--- config.mk ---
export PLATFORM = sky130hd
export DESIGN_NAME = switch_mcu_pipe_seq_flat
export DESIGN_NICKNAME = d
export VERILOG_FILES = /design/src/rtl/switch_mcu_pipe_seq_if.sv /design/src/rtl/switch_mcu_pipe_seq.sv /design/src/flat_wrapper.sv
export SDC_FILE = /design/constraint.sdc
export NUM_CORES = 1
export LEC_CHECK = 0
export CELL_PAD_IN_SITES_DETAIL_PLACEMENT = 0
export CELL_PAD_IN_SITES_GLOBAL_PLACEMENT = 1
export CORE_MARGIN = 2
export CORE_UTILIZATION = 33
export DETAILED_ROUTE_END_ITERATION = 16
export PLACE_DENSITY = 0.78
export SYNTH_ARGS = -nofsm -noshare
export SYNTH_HDL_FRONTEND = slang
export SYNTH_SLANG_ARGS = --single-unit
--- constraint.sdc ---
create_clock -name in_clk -period 1.4 [get_ports in_clk]
set_input_delay 0.21 -clock in_clk [delete_from_list [all_inputs] [get_ports in_clk]]
set_output_delay 0.21 -clock in_clk [all_outputs]
set_load 0.05 [all_outputs]
--- src/rtl/switch_mcu_pipe_seq_if.sv ---
// Control and status bundle between the decode/EX control and the
// pipeline sequencer of the switch MCU core.
interface switch_mcu_pipe_seq_if;
  logic       in_enable;
  logic       in_branch_taken;
  logic       in_jump;
  logic       in_mem_wait;
  logic       in_irq_req;
  logic       in_flush_stall;
  logic [3:0] out_cycle_cnt;
  logic [1:0] out_flush;
  logic       out_instr_adv;
  logic       out_pc_hold;
  logic       out_irq_ack;
  logic       out_busy;

  modport master (
    output in_enable,
    output in_branch_taken,
    output in_jump,
    output in_mem_wait,
    output in_irq_req,
    output in_flush_stall,
    input  out_cycle_cnt,
    input  out_flush,
    input  out_instr_adv,
    input  out_pc_hold,
    input  out_irq_ack,
    input  out_busy
  );

  modport slave (
    input  in_enable,
    input  in_branch_taken,
    input  in_jump,
    input  in_mem_wait,
    input  in_irq_req,
    input  in_flush_stall,
    output out_cycle_cnt,
    output out_flush,
    output out_instr_adv,
    output out_pc_hold,
    output out_irq_ack,
    output out_busy
  );
endinterface

--- src/rtl/switch_mcu_pipe_seq.sv ---
// Pipeline sequencer: phase counter, flush code, memory-wait freeze
// and interrupt entry scheduling at instruction boundaries.
module switch_mcu_pipe_seq #(
  parameter int CYCLES_PER_INSTR = 5,
  parameter int EX_PHASE         = 2,
  parameter int MEM_PHASE        = 3,
  parameter int IRQ_ENTRY_SLOTS  = 1
) (
  input  logic                 in_clk,
  input  logic                 in_rst,
  switch_mcu_pipe_seq_if.slave bus
);

  localparam logic [3:0] LAST_PH = 4'(CYCLES_PER_INSTR - 1);
  localparam logic [3:0] EX_PH   = 4'(EX_PHASE);
  localparam logic [3:0] MEM_PH  = 4'(MEM_PHASE);
  localparam logic [1:0] SLOT_LAST = 2'(IRQ_ENTRY_SLOTS - 1);

  localparam logic [1:0] RUN       = 2'd0;
  localparam logic [1:0] IRQ_WAIT  = 2'd1;
  localparam logic [1:0] IRQ_ENTRY = 2'd2;
  localparam logic [1:0] IRQ_ACK   = 2'd3;

  logic [3:0] cnt;
  logic [1:0] flush;
  logic [1:0] state;
  logic [1:0] state_nx;
  logic [1:0] slot;
  logic       instr_adv;
  logic       irq_ack;
  logic       busy;

  logic freeze;
  logic adv;
  logic wrap;
  logic clean_wrap;

  assign freeze = bus.in_enable & bus.in_mem_wait
                & (cnt == MEM_PH);
  assign adv    = bus.in_enable & ~freeze;
  assign wrap   = adv & (cnt == LAST_PH);

  // IRQ entry only at a boundary with no flush in flight
  assign clean_wrap = wrap & (flush == 2'd0)
                    & ~bus.in_flush_stall;

  always_comb begin
    state_nx = state;
    unique case (1'b1)
      (state == RUN): begin
        if (bus.in_irq_req) state_nx = IRQ_WAIT;
      end
      (state == IRQ_WAIT): begin
        if (!bus.in_irq_req) state_nx = RUN;
        else if (clean_wrap) state_nx = IRQ_ENTRY;
      end
      (state == IRQ_ENTRY): begin
        if (wrap && slot == SLOT_LAST)
          state_nx = IRQ_ACK;
      end
      (state == IRQ_ACK): begin
        state_nx = RUN;
      end
      default: state_nx = RUN;
    endcase
  end

  always_ff @(posedge in_clk or negedge in_rst) begin
    if (!in_rst) begin
      cnt <= 4'd0;
    end else if (adv) begin
      cnt <= (cnt == LAST_PH) ? 4'd0 : cnt + 4'd1;
    end
  end

  always_ff @(posedge in_clk or negedge in_rst) begin
    if (!in_rst) begin
      flush <= 2'd0;
    end else if (adv) begin
      if (cnt == LAST_PH)
        flush <= 2'd0;
      else if (cnt == EX_PH)
        flush <= bus.in_jump         ? 2'd2 :
                 bus.in_branch_taken ? 2'd1 : 2'd0;
    end
  end

  always_ff @(posedge in_clk or negedge in_rst) begin
    if (!in_rst) begin
      state <= RUN;
      slot  <= 2'd0;
    end else if (adv) begin
      state <= state_nx;
      if (state != IRQ_ENTRY)
        slot <= 2'd0;
      else if (wrap)
        slot <= slot + 2'd1;
    end
  end

  // Pulses drop on every clock that does not advance
  always_ff @(posedge in_clk or negedge in_rst) begin
    if (!in_rst) begin
      instr_adv <= 1'b0;
      irq_ack   <= 1'b0;
    end else begin
      instr_adv <= wrap & ~bus.in_flush_stall
                 & ((state == RUN) | (state == IRQ_WAIT));
      irq_ack   <= adv & (state != IRQ_ACK)
                 & (state_nx == IRQ_ACK);
    end
  end

  always_ff @(posedge in_clk or negedge in_rst) begin
    if (!in_rst) begin
      busy <= 1'b0;
    end else if (bus.in_enable) begin
      busy <= freeze
            | ((adv ? state_nx : state) != RUN);
    end
  end

  assign bus.out_cycle_cnt = cnt;
  assign bus.out_flush     = flush;
  assign bus.out_instr_adv = instr_adv;
  assign bus.out_irq_ack   = irq_ack;
  assign bus.out_busy      = busy;
  assign bus.out_pc_hold   = bus.in_flush_stall
                           | (state == IRQ_ENTRY)
                           | (state == IRQ_ACK);

endmodule

--- src/flat_wrapper.sv ---
// flat-port wrapper written by rule: the top's interface ports become plain ports
module switch_mcu_pipe_seq_flat 
#(
  parameter int CYCLES_PER_INSTR = 5,
  parameter int EX_PHASE         = 2,
  parameter int MEM_PHASE        = 3,
  parameter int IRQ_ENTRY_SLOTS  = 1
)
  (in_clk, in_rst, bus_in_enable, bus_in_branch_taken, bus_in_jump, bus_in_mem_wait, bus_in_irq_req, bus_in_flush_stall, bus_out_cycle_cnt, bus_out_flush, bus_out_instr_adv, bus_out_pc_hold, bus_out_irq_ack, bus_out_busy);
  switch_mcu_pipe_seq_if bus_i ();
  input  logic in_clk;
  input  logic in_rst;
  input wire logic [$bits(bus_i.in_enable)-1:0] bus_in_enable;
  input wire logic [$bits(bus_i.in_branch_taken)-1:0] bus_in_branch_taken;
  input wire logic [$bits(bus_i.in_jump)-1:0] bus_in_jump;
  input wire logic [$bits(bus_i.in_mem_wait)-1:0] bus_in_mem_wait;
  input wire logic [$bits(bus_i.in_irq_req)-1:0] bus_in_irq_req;
  input wire logic [$bits(bus_i.in_flush_stall)-1:0] bus_in_flush_stall;
  output wire logic [$bits(bus_i.out_cycle_cnt)-1:0] bus_out_cycle_cnt;
  output wire logic [$bits(bus_i.out_flush)-1:0] bus_out_flush;
  output wire logic [$bits(bus_i.out_instr_adv)-1:0] bus_out_instr_adv;
  output wire logic [$bits(bus_i.out_pc_hold)-1:0] bus_out_pc_hold;
  output wire logic [$bits(bus_i.out_irq_ack)-1:0] bus_out_irq_ack;
  output wire logic [$bits(bus_i.out_busy)-1:0] bus_out_busy;
  assign bus_i.in_enable = bus_in_enable;
  assign bus_i.in_branch_taken = bus_in_branch_taken;
  assign bus_i.in_jump = bus_in_jump;
  assign bus_i.in_mem_wait = bus_in_mem_wait;
  assign bus_i.in_irq_req = bus_in_irq_req;
  assign bus_i.in_flush_stall = bus_in_flush_stall;
  assign bus_out_cycle_cnt = bus_i.out_cycle_cnt;
  assign bus_out_flush = bus_i.out_flush;
  assign bus_out_instr_adv = bus_i.out_instr_adv;
  assign bus_out_pc_hold = bus_i.out_pc_hold;
  assign bus_out_irq_ack = bus_i.out_irq_ack;
  assign bus_out_busy = bus_i.out_busy;
  switch_mcu_pipe_seq #(.CYCLES_PER_INSTR(CYCLES_PER_INSTR), .EX_PHASE(EX_PHASE), .MEM_PHASE(MEM_PHASE), .IRQ_ENTRY_SLOTS(IRQ_ENTRY_SLOTS)) u_core (.in_clk(in_clk), .in_rst(in_rst), .bus(bus_i));
endmodule
==> results_dict.tcl <==
set metrics [dict create \
    multiInputGateArea_um2 415 \
    rsz0062_at_grt "true" \
    finalNonFillerCells 125 \
    hold_buffers 0 \
    synthFlopType "dfrtp_1" \
    power_leakage_nw 0.531 \
    ys_types 35 \
    clk-insertion-delay-late_ns 0.27 \
    final_util 0.551 \
    wl_mm 1.68 \
    core_um2 2170 \
    clockBufferDepth 2 \
    netlist.top_cell.by_area "dfrtp_1" \
    worstMarginPinSlew_ns 0.333 \
    slowest_delay_ns 0.45 \
    synth_cells 64 \
    fmaxAchievable_mhz 741 \
    rows 17 \
    run_status "finished clean" \
    syn-cell-area_um2 738 \
    cts_root_buf "clkbuf_4" \
    drive_above_1_share 0.495 \
    io_pins 18 \
    synth-edff-count 0 \
    gp_routability_congestion 0.746 \
    period_share 0.964 \
    ir_worst_vdd_uv 1400 \
    clk_pin_slew_ns 0.08 \
    die-height_um 51.3 \
    synth_top_area_frac 0.441 \
    die_w_um 51.3 \
    drt_iter0_drc 7 \
    wl_met3_um 73 \
    overflow 0 \
    period_needed_ns 1.35 \
    maxSlewViolCount 0 \
    placed_cells 117 \
    finalSetupViolations 0 \
    grt_pass1_wl_mm 2.91 \
    fillCellCount 215 \
    fin_skew_ns 0.00657 \
    finalHoldViolCount 0 \
    r2r_start "u_core.bus.out_cycle_cnt[0]$_DFFE_PN0N_" \
    cts_tree "done" \
    power_density_nw_per_um2 2160 \
    crit_arrival_ns 1.52 \
    grt_start_max_net_pins 14 \
    yosys-top-cells-area "dfrtp_1 (44%), ha_1 (6.8%), nand4bb_4 (3.7%)" \
    cts_buffers 3 \
    routed.top_layer "met4" \
    grt_pass1_vias 696 \
    clock_sinks 13 \
    cp-startpoint "u_core.bus.out_cycle_cnt[0]$_DFFE_PN0N_" \
    regArea_um2 333 \
    slew_headroom 0.777 \
    antenna_found_initial 0 \
    htree_levels 1 \
    wl_met1_um 763 \
    synth_sequential_area_ratio 0.441 \
    drtAntennaViolNets 0 \
    startpoint_type "register" \
    syn_avg_cell_area_um2 11.5 \
    die-area_um2 2630 \
    io_buffer_count 17 \
    crit_slowest_cell "dfrtp_2" \
    grt.total_usage 0.151 \
    routed-wl-met2_um 823 \
    drc_errors 0 \
    worstPathCellList "inv_4, ha_4, and3b_2, o211ai_1, a32o_2" \
    first_pass_iters 4 \
    yosysWarnings 0 \
    worstSetupPathType "register to register" \
    placed_area_um2 1130 \
    insertedDiodeCount 0 \
    synth_nets 76 \
    ys_ff_latch 13 \
    start_util 0.340 \
    final.setup.tns_ns 0 \
    hold_ws_ns 0.237 \
    wire_per_inst_um 13.4 \
    worstPathMaxFanout 5 \
    via_per_inst 4.97 \
    post-dp-hpwl_mm 1.29 \
    nNetsFinal 110 \
    synth-async-reset-ratio 1.00 \
    maxCapViolations 0 \
    areaGrowthSynthToFinish_pct 61.9 \
    crit_required_ns 1.57 \
    fin_area_um2 1190 \
    hold_class "primary input to asynchronous set/reset pin" \
    end_kind "register" \
    dr_total_vias 621 \
]
kinds of logic (layout without fill, tap and decap cells):
kind of cell | Yosys count | after routing | synth area share
AOI/OAI and AO/OA | 13 | 13 | 0.154
buffers and inverters | 6 | 39 | 0.0407
muxes | 3 | 3 | 0.0424
DFF | 13 | 13 | 0.441
and+or+nand+nor | 25 | 25 | 0.254
adders and majority gates | 4 | 4 | 0.0678
area by class of cell:
class	instances	share of cell area
clock buffers	3	0.0188
flip-flops and latches	13	0.279
multi-input cells	45	0.348
repair buffers	30	0.304
clock inverters	1	0.00419
well taps	28	0.0293
inverters	5	0.0178
routing by layer:
| layer | GRT usage | up-vias |
|---|---|---|
| li1 | - | 306 |
| met1 | 0.176 | 299 |
| met2 | 0.255 | 14 |
| met3 | 0.0234 | 2 |
| met4 | 0.0965 | 0 |
| met5 | 0 | - |
registers in the layout, summed over array words and instances, names as in the netlist:
name	count
u_core.bus.out_flush	2
u_core.state	2
u_core.slot	2
u_core.bus.out_busy	1
u_core.bus.out_irq_ack	1
u_core.bus.out_instr_adv	1
u_core.bus.out_cycle_cnt	4
path summary, 6_finish.rpt:
check / to / slack (ns) / cells past startpoint
setup / recovery: u_core.slot[1]$_DFFE_PN0P_ / 0.05 / 5
hold / removal: u_core.bus.out_busy$_DFFE_PN0P_ / 0.24 / 2
max in group asynchronous: u_core.bus.out_cycle_cnt[0]$_DFFE_PN0N_ / 0.98 / 2
setup reg to reg: u_core.slot[1]$_DFFE_PN0P_ / 0.05 / 5
min in group in_clk: u_core.slot[0]$_DFFE_PN0P_ / 0.51 / 1
hold reg to reg: u_core.slot[0]$_DFFE_PN0P_ / 0.51 / 1
Yosys cell counts (2+ instances only):
cell       count
inv_1          5
ha_1           4
mux2i_1        2
o2bb2ai_1      2
dfrtp_1       13
nor2_1         3
nor2b_1        2
nand4b_1       2
nand2_1        5
critical path: cells and delay by family (launching register included):
family,cells,cell delay [ns]
flops,1,0.45
simple gates,1,0.20
buf+inv,1,0.09
fa+ha+maj,1,0.15
compound gates,2,0.37
cells in the final DEF, fill, tap and decap left out, drive strengths merged, types with 2 or more instances in the layout:
master	n
nand2	6
inv	5
buf	23
o211ai	2
nor2b	2
dfrtp	13
nand4b	2
clkdlybuf4s50	7
mux2i	2
clkbuf	3
o2bb2ai	2
ha	4
nor2	3
through the flow:
step / setup slack [ns] / power, mW
after global placement: -0.121 / 2.26
after global routing: -0.0269 / 2.76
after CTS: 0.0212 / 2.55
final: 0.0510 / 2.58
after floorplan: -0.0528 / 1.57
after detailed placement: -0.144 / 2.29
power breakdown:
part / switching [mW] / total, mW / internal [mW]
registers: 0.175 / 0.701 / 0.526
logic: 0.790 / 1.65 / 0.861
clock network: 0.123 / 0.229 / 0.106
what timing repair did:
action / in CTS / in global routing
gates resized for setup: 0 / 4
endpoints found under the hold margin: 0 / 0
endpoints found under the setup margin: 1 / 5
pin swaps: 0 / 6
setup buffers: 1 / 3
(Power assumes the default switching activity.)
